File: config.mk
export PLATFORM = sky130hd
export DESIGN_NAME = seg7_reader
export DESIGN_NICKNAME = d
export VERILOG_FILES = /design/src/rtl/seg7_pkg.sv /design/src/rtl/seg7_debounce.sv /design/src/rtl/seg7_reader.sv
export SDC_FILE = /design/constraint.sdc
export NUM_CORES = 1
export LEC_CHECK = 0
export ABC_CLOCK_PERIOD_IN_PS = 2710
export BUFFER_PORTS_ARGS = -buffer_cell sky130_fd_sc_hd__buf_2
export CAP_MARGIN = 20
export CORE_MARGIN = 5
export CORE_UTILIZATION = 45
export DETAILED_ROUTE_END_ITERATION = 8
export GPL_ROUTABILITY_DRIVEN = 0
export GPL_TIMING_DRIVEN = 0
export PLACE_DENSITY = 0.71
export SYNTH_ARGS = -nofsm -noshare
export SYNTH_HDL_FRONTEND = slang
export SYNTH_SLANG_ARGS = --single-unit
File: constraint.sdc
create_clock -name clk -period 2.71 [get_ports clk]
set_input_delay 0.542 -clock clk [delete_from_list [all_inputs] [get_ports clk]]
set_output_delay 0.542 -clock clk [all_outputs]
set_load 0.02 [all_outputs]
File: src/rtl/seg7_pkg.sv
// Shared types and glyph tables for the 7-segment bus receiver.
// Pure declarations and a combinational decode helper; no state.
// No handshake; consumers use the helpers combinationally.
package seg7_pkg;

  // Segment vector, bit6=a ... bit1=f, bit0=g.
  typedef logic [6:0] seg_t;

  localparam seg_t SEG_BLANK = 7'h00;
  localparam int   CHASE_LEN = 6;

  // Active-high glyphs for hex values 0..F.
  localparam seg_t HEX_GLYPH [0:15] = '{
    7'h7E, 7'h30, 7'h6D, 7'h79, 7'h33, 7'h5B, 7'h5F, 7'h70,
    7'h7F, 7'h7B, 7'h77, 7'h1F, 7'h4E, 7'h3D, 7'h4F, 7'h47
  };

  // Returns {valid, value}; value is 0 when the pattern is not a glyph.
  function automatic logic [4:0] seg_to_hex(input seg_t p);
    logic [4:0] r;
    r = 5'd0;
    for (int i = 0; i < 16; i++) begin
      if (p == HEX_GLYPH[i]) r = {1'b1, 4'(i)};
    end
    return r;
  endfunction

endpackage

File: src/rtl/seg7_debounce.sv
// Two-flop synchroniser plus stability filter for the raw segment bus.
// Accept strobe asserts STABLE_CYCLES edges after the pattern reaches the sync output.
// No backpressure; an accepted pattern is presented for one cycle on acc_*.
module seg7_debounce
  import seg7_pkg::*;
#(
  parameter bit          ACTIVE_LOW    = 1'b1,
  parameter int unsigned STABLE_CYCLES = 3
) (
  input  logic clk,
  input  logic reset,
  input  seg_t seg_i,
  output seg_t pattern_o,
  output logic acc_stb_o,
  output seg_t acc_pat_o
);

  localparam seg_t       RAW_BLANK = ACTIVE_LOW ? 7'h7F : 7'h00;
  localparam logic [3:0] STABLE    = 4'(STABLE_CYCLES);

  seg_t       sync1_q, sync2_q, cand_q, cand_d, pat_q, pat_d, norm;
  logic [3:0] cnt_q, cnt_d;
  logic       acc_stb;
  seg_t       acc_pat;

  assign norm = ACTIVE_LOW ? ~sync2_q : sync2_q;

  // Restart the count on any change; accept when the count would reach STABLE
  // and the stable value differs from what is already published.
  always_comb begin
    cand_d  = cand_q;
    cnt_d   = cnt_q;
    acc_stb = 1'b0;
    acc_pat = cand_q;
    if (norm != cand_q) begin
      cand_d  = norm;
      cnt_d   = 4'd1;
      acc_pat = norm;
      acc_stb = (STABLE == 4'd1) && (norm != pat_q);
    end else if (cnt_q < STABLE) begin
      cnt_d   = cnt_q + 4'd1;
      acc_stb = ((cnt_q + 4'd1) == STABLE) && (cand_q != pat_q);
    end
    pat_d = acc_stb ? acc_pat : pat_q;
  end

  // Synchroniser, candidate, counter and published pattern.
  always_ff @(posedge clk or posedge reset) begin
    if (reset) begin
      sync1_q <= RAW_BLANK;
      sync2_q <= RAW_BLANK;
      cand_q  <= RAW_BLANK;
      cnt_q   <= 4'd0;
      pat_q   <= SEG_BLANK;
    end else begin
      sync1_q <= seg_i;
      sync2_q <= sync1_q;
      cand_q  <= cand_d;
      cnt_q   <= cnt_d;
      pat_q   <= pat_d;
    end
  end

  assign pattern_o = pat_q;
  assign acc_stb_o = acc_stb;
  assign acc_pat_o = acc_pat;

endmodule

File: src/rtl/seg7_reader.sv
// Receives a 7-segment bus, classifies accepted patterns, checks chase order, counts errors.
// Outputs update 2+STABLE_CYCLES edges after seg_in settles.
// No backpressure; new_pattern is a one-cycle pulse per accepted change.
module seg7_reader
  import seg7_pkg::*;
#(
  parameter bit          ACTIVE_LOW    = 1'b1,
  parameter int unsigned STABLE_CYCLES = 3
) (
  input  logic       clk,
  input  logic       reset,
  input  logic [6:0] seg_in,
  output logic [6:0] pattern_out,
  output logic       new_pattern,
  output logic       digit_valid,
  output logic [3:0] digit_out,
  output logic       chase_valid,
  output logic [2:0] chase_pos,
  output logic [7:0] err_count
);

  seg_t acc_pat;
  logic acc_stb;

  seg7_debounce #(
    .ACTIVE_LOW   (ACTIVE_LOW),
    .STABLE_CYCLES(STABLE_CYCLES)
  ) u_debounce (
    .clk      (clk),
    .reset    (reset),
    .seg_i    (seg_in),
    .pattern_o(pattern_out),
    .acc_stb_o(acc_stb),
    .acc_pat_o(acc_pat)
  );

  logic       np_q, dv_q, dv_d, cv_q, cv_d, hist_q, hist_d;
  logic [3:0] dig_q, dig_d;
  logic [2:0] pos_q, pos_d, prev_q, prev_d, pos, exp_pos;
  logic [7:0] err_q, err_d;
  logic [4:0] hex;
  logic       is_chase, is_blank, err_inc;

  // Classify the pattern being accepted this cycle and compute next state.
  always_comb begin
    hex      = seg_to_hex(acc_pat);
    is_blank = (acc_pat == SEG_BLANK);
    is_chase = 1'b1;
    pos      = 3'd0;
    case (acc_pat)
      7'h40:   pos = 3'd0;
      7'h20:   pos = 3'd1;
      7'h10:   pos = 3'd2;
      7'h08:   pos = 3'd3;
      7'h04:   pos = 3'd4;
      7'h02:   pos = 3'd5;
      default: is_chase = 1'b0;
    endcase
    exp_pos = (prev_q == 3'(CHASE_LEN - 1)) ? 3'd0 : prev_q + 3'd1;
    err_inc = (!is_blank && !hex[4] && !is_chase) ||
              (is_chase && hist_q && (pos != exp_pos));
    dv_d   = dv_q;
    dig_d  = dig_q;
    cv_d   = cv_q;
    pos_d  = pos_q;
    hist_d = hist_q;
    prev_d = prev_q;
    err_d  = err_q;
    if (acc_stb) begin
      dv_d   = hex[4];
      dig_d  = hex[3:0];
      cv_d   = is_chase;
      pos_d  = pos;
      hist_d = is_chase;
      prev_d = is_chase ? pos : prev_q;
      if (err_inc && (err_q != 8'hFF)) err_d = err_q + 8'd1;
    end
  end

  // Classification, chase history and error counter registers.
  always_ff @(posedge clk or posedge reset) begin
    if (reset) begin
      np_q   <= 1'b0;
      dv_q   <= 1'b0;
      dig_q  <= 4'd0;
      cv_q   <= 1'b0;
      pos_q  <= 3'd0;
      hist_q <= 1'b0;
      prev_q <= 3'd0;
      err_q  <= 8'd0;
    end else begin
      np_q   <= acc_stb;
      dv_q   <= dv_d;
      dig_q  <= dig_d;
      cv_q   <= cv_d;
      pos_q  <= pos_d;
      hist_q <= hist_d;
      prev_q <= prev_d;
      err_q  <= err_d;
    end
  end

  assign new_pattern = np_q;
  assign digit_valid = dv_q;
  assign digit_out   = dig_q;
  assign chase_valid = cv_q;
  assign chase_pos   = pos_q;
  assign err_count   = err_q;

endmodule

After elaboration in Yosys (flattened, before gate mapping) --
Index checks and enable logic that the tools add are counted.
Storage, ports and cells: register bits after elaboration 53, output and inout port bits 25, logic and storage cells 84
Operators by class: add/subtract/negate cells 3, $lt $le $gt $ge 1, equal/unequal tests 28, muxes and demuxes 24, bitwise gates (word level) 1, reduce and logical (&&, ||, !) cells 15
Operators by type and width (count):
- == test 7 bit, second input constant | 13
- 2-to-1 mux 5 bit | 16
- == test 7 x 6 -> 1 bit, second input constant | 4
- case mux 3 bit (5 select lines) | 1
- == test 7 x 5 -> 1 bit, second input constant | 2
- != test 7 bit | 2
- adder 8 x 1 -> 8 bit, second input constant | 1
- 2-to-1 mux 4 bit | 2
- != test 8 bit, second input constant | 1
- == test 7 x 2 -> 1 bit, second input constant | 1
- == test 7 x 3 -> 1 bit, second input constant | 1
- == test 7 x 4 -> 1 bit, second input constant | 1
- zero test 7 bit | 1
- 2-to-1 mux 7 bit | 1
- inverter 7 bit | 1
- logical AND 1 bit | 6
- OR reduction 6 bit | 1
- adder 4 x 1 -> 4 bit, second input constant | 1
- == test 4 x 2 -> 1 bit, second input constant | 1
- less-than comparator 4 x 2 -> 1 bit, second input constant | 1
- AND reduction 2 bit | 2
- adder 3 x 1 -> 3 bit, second input constant | 1
- == test 3 bit, second input constant | 1
- zero test 1 bit | 3
- other kinds (5) | 7

Logic depth before layout (Yosys ltp) --
word-level depth 26, depth in mapped cells 10, depth with buffers taken out 8

Hierarchy --
A second synthesis with hierarchy kept.
Unflattened totals: cell total of the unflattened synthesis 240, area total of the unflattened synthesis 2648.8 um2
Modules (own cells, without submodules):
- seg7_reader | instances 1, cells an instance 160, area each 1406.3 um2
- seg7_debounce | instances 1, cells an instance 80, area each 1242.4 um2

Worst setup path after synthesis --
Ideal clock, no wire load.
kind register -> register, start point reg u_debounce.sync2_q[1], end point reg err_q[1] (netlist: err_count[1]), arrival 2.378 ns, slack 0.207 ns, cell stages (with the launch flop) 9, period minus slack after synthesis 2.503 ns, cell sequence dfstp_2 buf_2 xor2_1 a32oi_1 o21ai_1 or4_4 a211oi_2 a21o_1 mux2_4
On the way: cells in the longest elaborated chain, start to end 26, elaborated cells between the ends (all ways) 57
Ends and longest elaborated chain:
- start, declared | line seg7_debounce.sv:21 | seg_t sync1_q, sync2_q, cand_q, cand_d, pat_q, pat_d, norm;
- start signal, assigned | line seg7_debounce.sv:57 | sync2_q <= sync1_q;
- inverter 7 bit * | line seg7_debounce.sv:26 | assign norm = ACTIVE_LOW ? ~sync2_q : sync2_q;
- != test 7 bit | line seg7_debounce.sv:35 | if (norm != cand_q) begin
- 2-to-1 mux 7 bit | line seg7_debounce.sv:35
- == test 7 bit | line seg7_pkg.sv:23 | if (p == HEX_GLYPH[i]) r = {1'b1, 4'(i)};
- 2-to-1 mux 5 bit (16 in a row) | line seg7_pkg.sv:23
- zero test 1 bit | line seg7_reader.sv:60 | err_inc = (!is_blank && !hex[4] && !is_chase) ||
- logical AND 1 bit (2 in a row) | line seg7_reader.sv:60
- logical OR 1 bit | line seg7_reader.sv:60
- logical AND 1 bit | line seg7_reader.sv:76 | if (err_inc && (err_q != 8'hFF)) err_d = err_q + 8'd1;
- AND reduction 2 bit (no line) *
- end signal, assigned | line seg7_reader.sv:99 | err_q <= err_d;
- end, declared | line seg7_reader.sv:40 | logic [7:0] err_q, err_d;
Every way passes the cells marked *; elsewhere a longest branch is shown, timed or not. A chain may end at the register's enable or synchronous reset.

Worst setup path in the final report --
start point reg u_debounce.sync2_q[6], end point reg err_q[7] (netlist: err_count[7])
The elaborated chain is that of the path after synthesis.

==> results.json <==
{
  "synthArstFlopShare_pct": 100,
  "leakage_nw": 1.46,
  "syn-cell-area_um2": 2750,
  "rows": 28,
  "power_mw": 1.52,
  "reg2reg_slack_ns": 0.12,
  "syn-num-nets": 280,
  "power_frac_comb_pct": 9.1,
  "hpwl_mm": 4.41,
  "ys_seq_area_share_pct": 49.2,
  "synth_cells": 268,
  "fin_cells": 388,
  "synth_top_cell_area_share_pct": 29.1,
  "cts.sinks": 53,
  "die_h_um": 88.2,
  "grt_max_degree": 35,
  "routed_wl_mm": 6.18,
  "antennaDiodeCount": 0,
  "p_per_area_nw_per_um2": 469,
  "htree_levels": 2,
  "grt_pass1_wl_mm": 10.6,
  "crit_type": "flop to flop",
  "pre_cts_slack_ns": -0.121,
  "p_seq_share_pct": 54.7,
  "maxSlewViolCount": 0,
  "rsz0062_at_grt": "yes",
  "grt_remaining_overflow": 0,
  "period_minus_slack_ns": 2.59,
  "p_int_mw": 1.17,
  "timing.rr.start": "u_debounce.sync2_q[6]$_DFF_PP1_",
  "route.detailed.drc": 0,
  "critPathMaxFanout": 10,
  "worst_slack_ns": 0.115,
  "finalHoldViolCount": 0,
  "finalCritPeriodShare_pct": 95.8,
  "clk_path_buf_depth": 2,
  "num-fill-cells": 528,
  "yosys_warnings": 0,
  "register_area_um2": 1350,
  "synth-seq-cells": 53,
  "first_pass_iters": 5,
  "cap_violations": 0,
  "antenna_left": 0,
  "synth_edf_count": 0,
  "crit_path_end_kind": "flop",
  "coreArea_um2": 5920,
  "cp.required_ns": 2.92,
  "swShare_pct": 23.2,
  "cts_tree": "done",
  "synth_area_leader_cell": "dfrtp_1",
  "switching_power_mw": 0.353,
  "initial_core_util_pct": 46.4,
  "grt_pass1_vias": 2218,
  "setup_viol": 0,
  "multi_input_area_um2": 1320,
  "min_path_type": "primary input to async pin",
  "syn_to_final_growth_pct": 18.3,
  "num_vias": 2215,
  "final_nets": 324,
  "clkPwrFrac_pct": 36.2,
  "hold-worst-slack_ns": 0.225,
  "grt.total_usage_pct": 17.2,
  "insertion_delay_ns": 0.31,
  "post-place-cells": 377,
  "die_area_um2": 7770,
  "yosys-top-cells-area": "dfrtp_1 (29%), dfstp_2 (20%), nand2_1 (4.8%), xor2_1 (4.5%), xnor2_1 (3.8%)",
  "ir_drop_uv": 307,
  "finClkSkew_ns": 0.0108,
  "slowest_delay_ns": 0.57,
  "antenna_found_initial": 0,
  "wl_per_cell_um": 15.9,
  "vias_per_cell": 5.71,
  "slowest_stage": "dfstp_2",
  "die_x_um": 88.2,
  "tightest_slew_ns": 0.505,
  "ctsHoldBuffers": 0,
  "ios": 34,
  "avgSynthCellArea_um2": 10.3,
  "path_cells": "buf_4, buf_4, xor2_1, nand2_1, nor4_4, nand2_1, clkbuf_2, nor4_2, a22oi_1, xnor2_1",
  "startpoint": "u_debounce.sync2_q[6]$_DFF_PP1_",
  "cts-root-buf": "clkbuf_8",
  "slew_headroom_pct": 65.9,
  "arrival_ns": 2.80,
  "tns_ns": 0,
  "portBuffers": 33,
  "cts-buffers-inserted": 5,
  "drtIter0Drc": 149,
  "clk_pin_slew_ns": 0.09,
  "worst_setup_path_start_kind": "flop",
  "status": "finished, final reports clean",
  "ys.flop_type": "dfrtp_1",
  "layout-drive-gt1-share_pct": 31.3,
  "synth.distinct_cells": 58,
  "max_freq_mhz": 385
}
## cells by family (layout without fill, tap and decap cells)
kind of cell / count (synthesis) / after routing / synth area share, %
and+or+nand+nor: 101 / 101 / 20.4
buffers and inverters: 30 / 75 / 5.46
adders and majority gates: 3 / 3 / 1.37
AOI/OAI and AO/OA: 51 / 51 / 13.4
DFF: 53 / 53 / 49.2
xor gates and xnor gates: 27 / 27 / 8.87
muxes: 3 / 3 / 1.32
## worst paths after layout
kind / end / cells after the start
max in group asynchronous: u_debounce.sync2_q[4]$_DFF_PP1_ / 3
worst max register to register: err_count[7]$_DFFE_PP0P_ / 10
worst max-delay path: err_count[7]$_DFFE_PP0P_ / 10
worst min register to register: u_debounce.sync2_q[2]$_DFF_PP1_ / 0
worst min-delay path: u_debounce.pattern_o[6]$_DFFE_PP0P_ / 2
min in group clk: u_debounce.sync1_q[3]$_DFF_PP1_ / 1
## layout make-up
type                       instances  share of cell area, %
multi-input combinational        185                   40.6
tap                               75                   2.88
buffer                            14                   3.00
sequential                        53                   41.6
timing repair buffer              38                   6.62
inverter                          15                   1.73
clock buffer                       7                   2.65
clock inverter                     1                  0.923
## power by group through the flow
| stage | sequential [mW] | combinational (mW) | clock, mW |
|---|---|---|---|
| after floorplan | 0.843 | 0.0975 | 0 |
| after global placement | 0.844 | 0.127 | 0 |
| after detailed placement | 0.846 | 0.133 | 0 |
| after CTS | 0.831 | 0.135 | 0.573 |
| after global routing | 0.836 | 0.154 | 0.606 |
| final | 0.834 | 0.139 | 0.553 |
## layout by cell type, fill, tap and decap left out, types with 9 or more instances in the layout
cell type / netlist / layout
nand2_1: 35 / 35
buf_2: 3 / 34
dfrtp_1: 32 / 32
dfstp_2: 21 / 21
xor2_1: 14 / 14
inv_1: 14 / 13
xnor2_1: 12 / 12
o21ai_0: 12 / 12
buf_4: 5 / 10
a21oi_1: 9 / 9
## flip-flops by register name (all words and copies together), names as in the netlist
signal and flops:
chase_pos 3, digit_out 4, digit_valid 1, err_count 8, hist_q 1, new_pattern 1, prev_q 3, u_debounce.cand_q 7
u_debounce.cnt_q 4, u_debounce.pattern_o 7, u_debounce.sync1_q 7, u_debounce.sync2_q 7
## critical path, delay by kind of cell (launching register included)
kind	cells	cell delay, ns
AO/OA/AOI/OAI	1	0.15
XOR/XNOR	2	0.34
buffers and inverters	3	0.58
flip-flops	1	0.57
AND/OR/NAND/NOR	4	0.84
## synth_stat cells (all sizes together) (2+ instances only)
cell type and number:
nor4 12, nand2 35, nand4 5, or3 2, mux2 2, nor2b 2, clkbuf 4, nor3 9
inv 15, nor3b 2, nor2 3, dfrtp 32, a22oi 5, dfstp 21, ha 3, nor4b 3
or4 2, and3b 2, xnor2 13, xor2 14, nand3 9, o21ai 17, a21o 2, a21oi 9
o2111ai 2, a32oi 4, o31ai 2, and3 4, and2 7, buf 11, o311ai 2
## layer usage
metal | up-vias | routed length, µm | GRT usage (%)
li1 | 1044 | - | -
met1 | 1058 | 2590 | 22.0
met2 | 95 | 3010 | 28.8
met3 | 18 | 454 | 4.05
met4 | 0 | 112 | 5.77
met5 | - | 0 | 0
## stage by stage
step / cell area [µm²] / utilization [%]
after detailed placement: 3030 / 51.2
after CTS: 3180 / 53.6
after floorplan: 2750 / -
after global routing: 3250 / 54.9
after global placement: 3010 / 50.8
final: 3250 / 54.9
## timing repair
action,in CTS,in global routing
buffers inserted,3,1
pin swaps,2,3
endpoints found under the setup margin,1,26
gates resized for setup,1,19
Power figures use the tool's default switching activity.
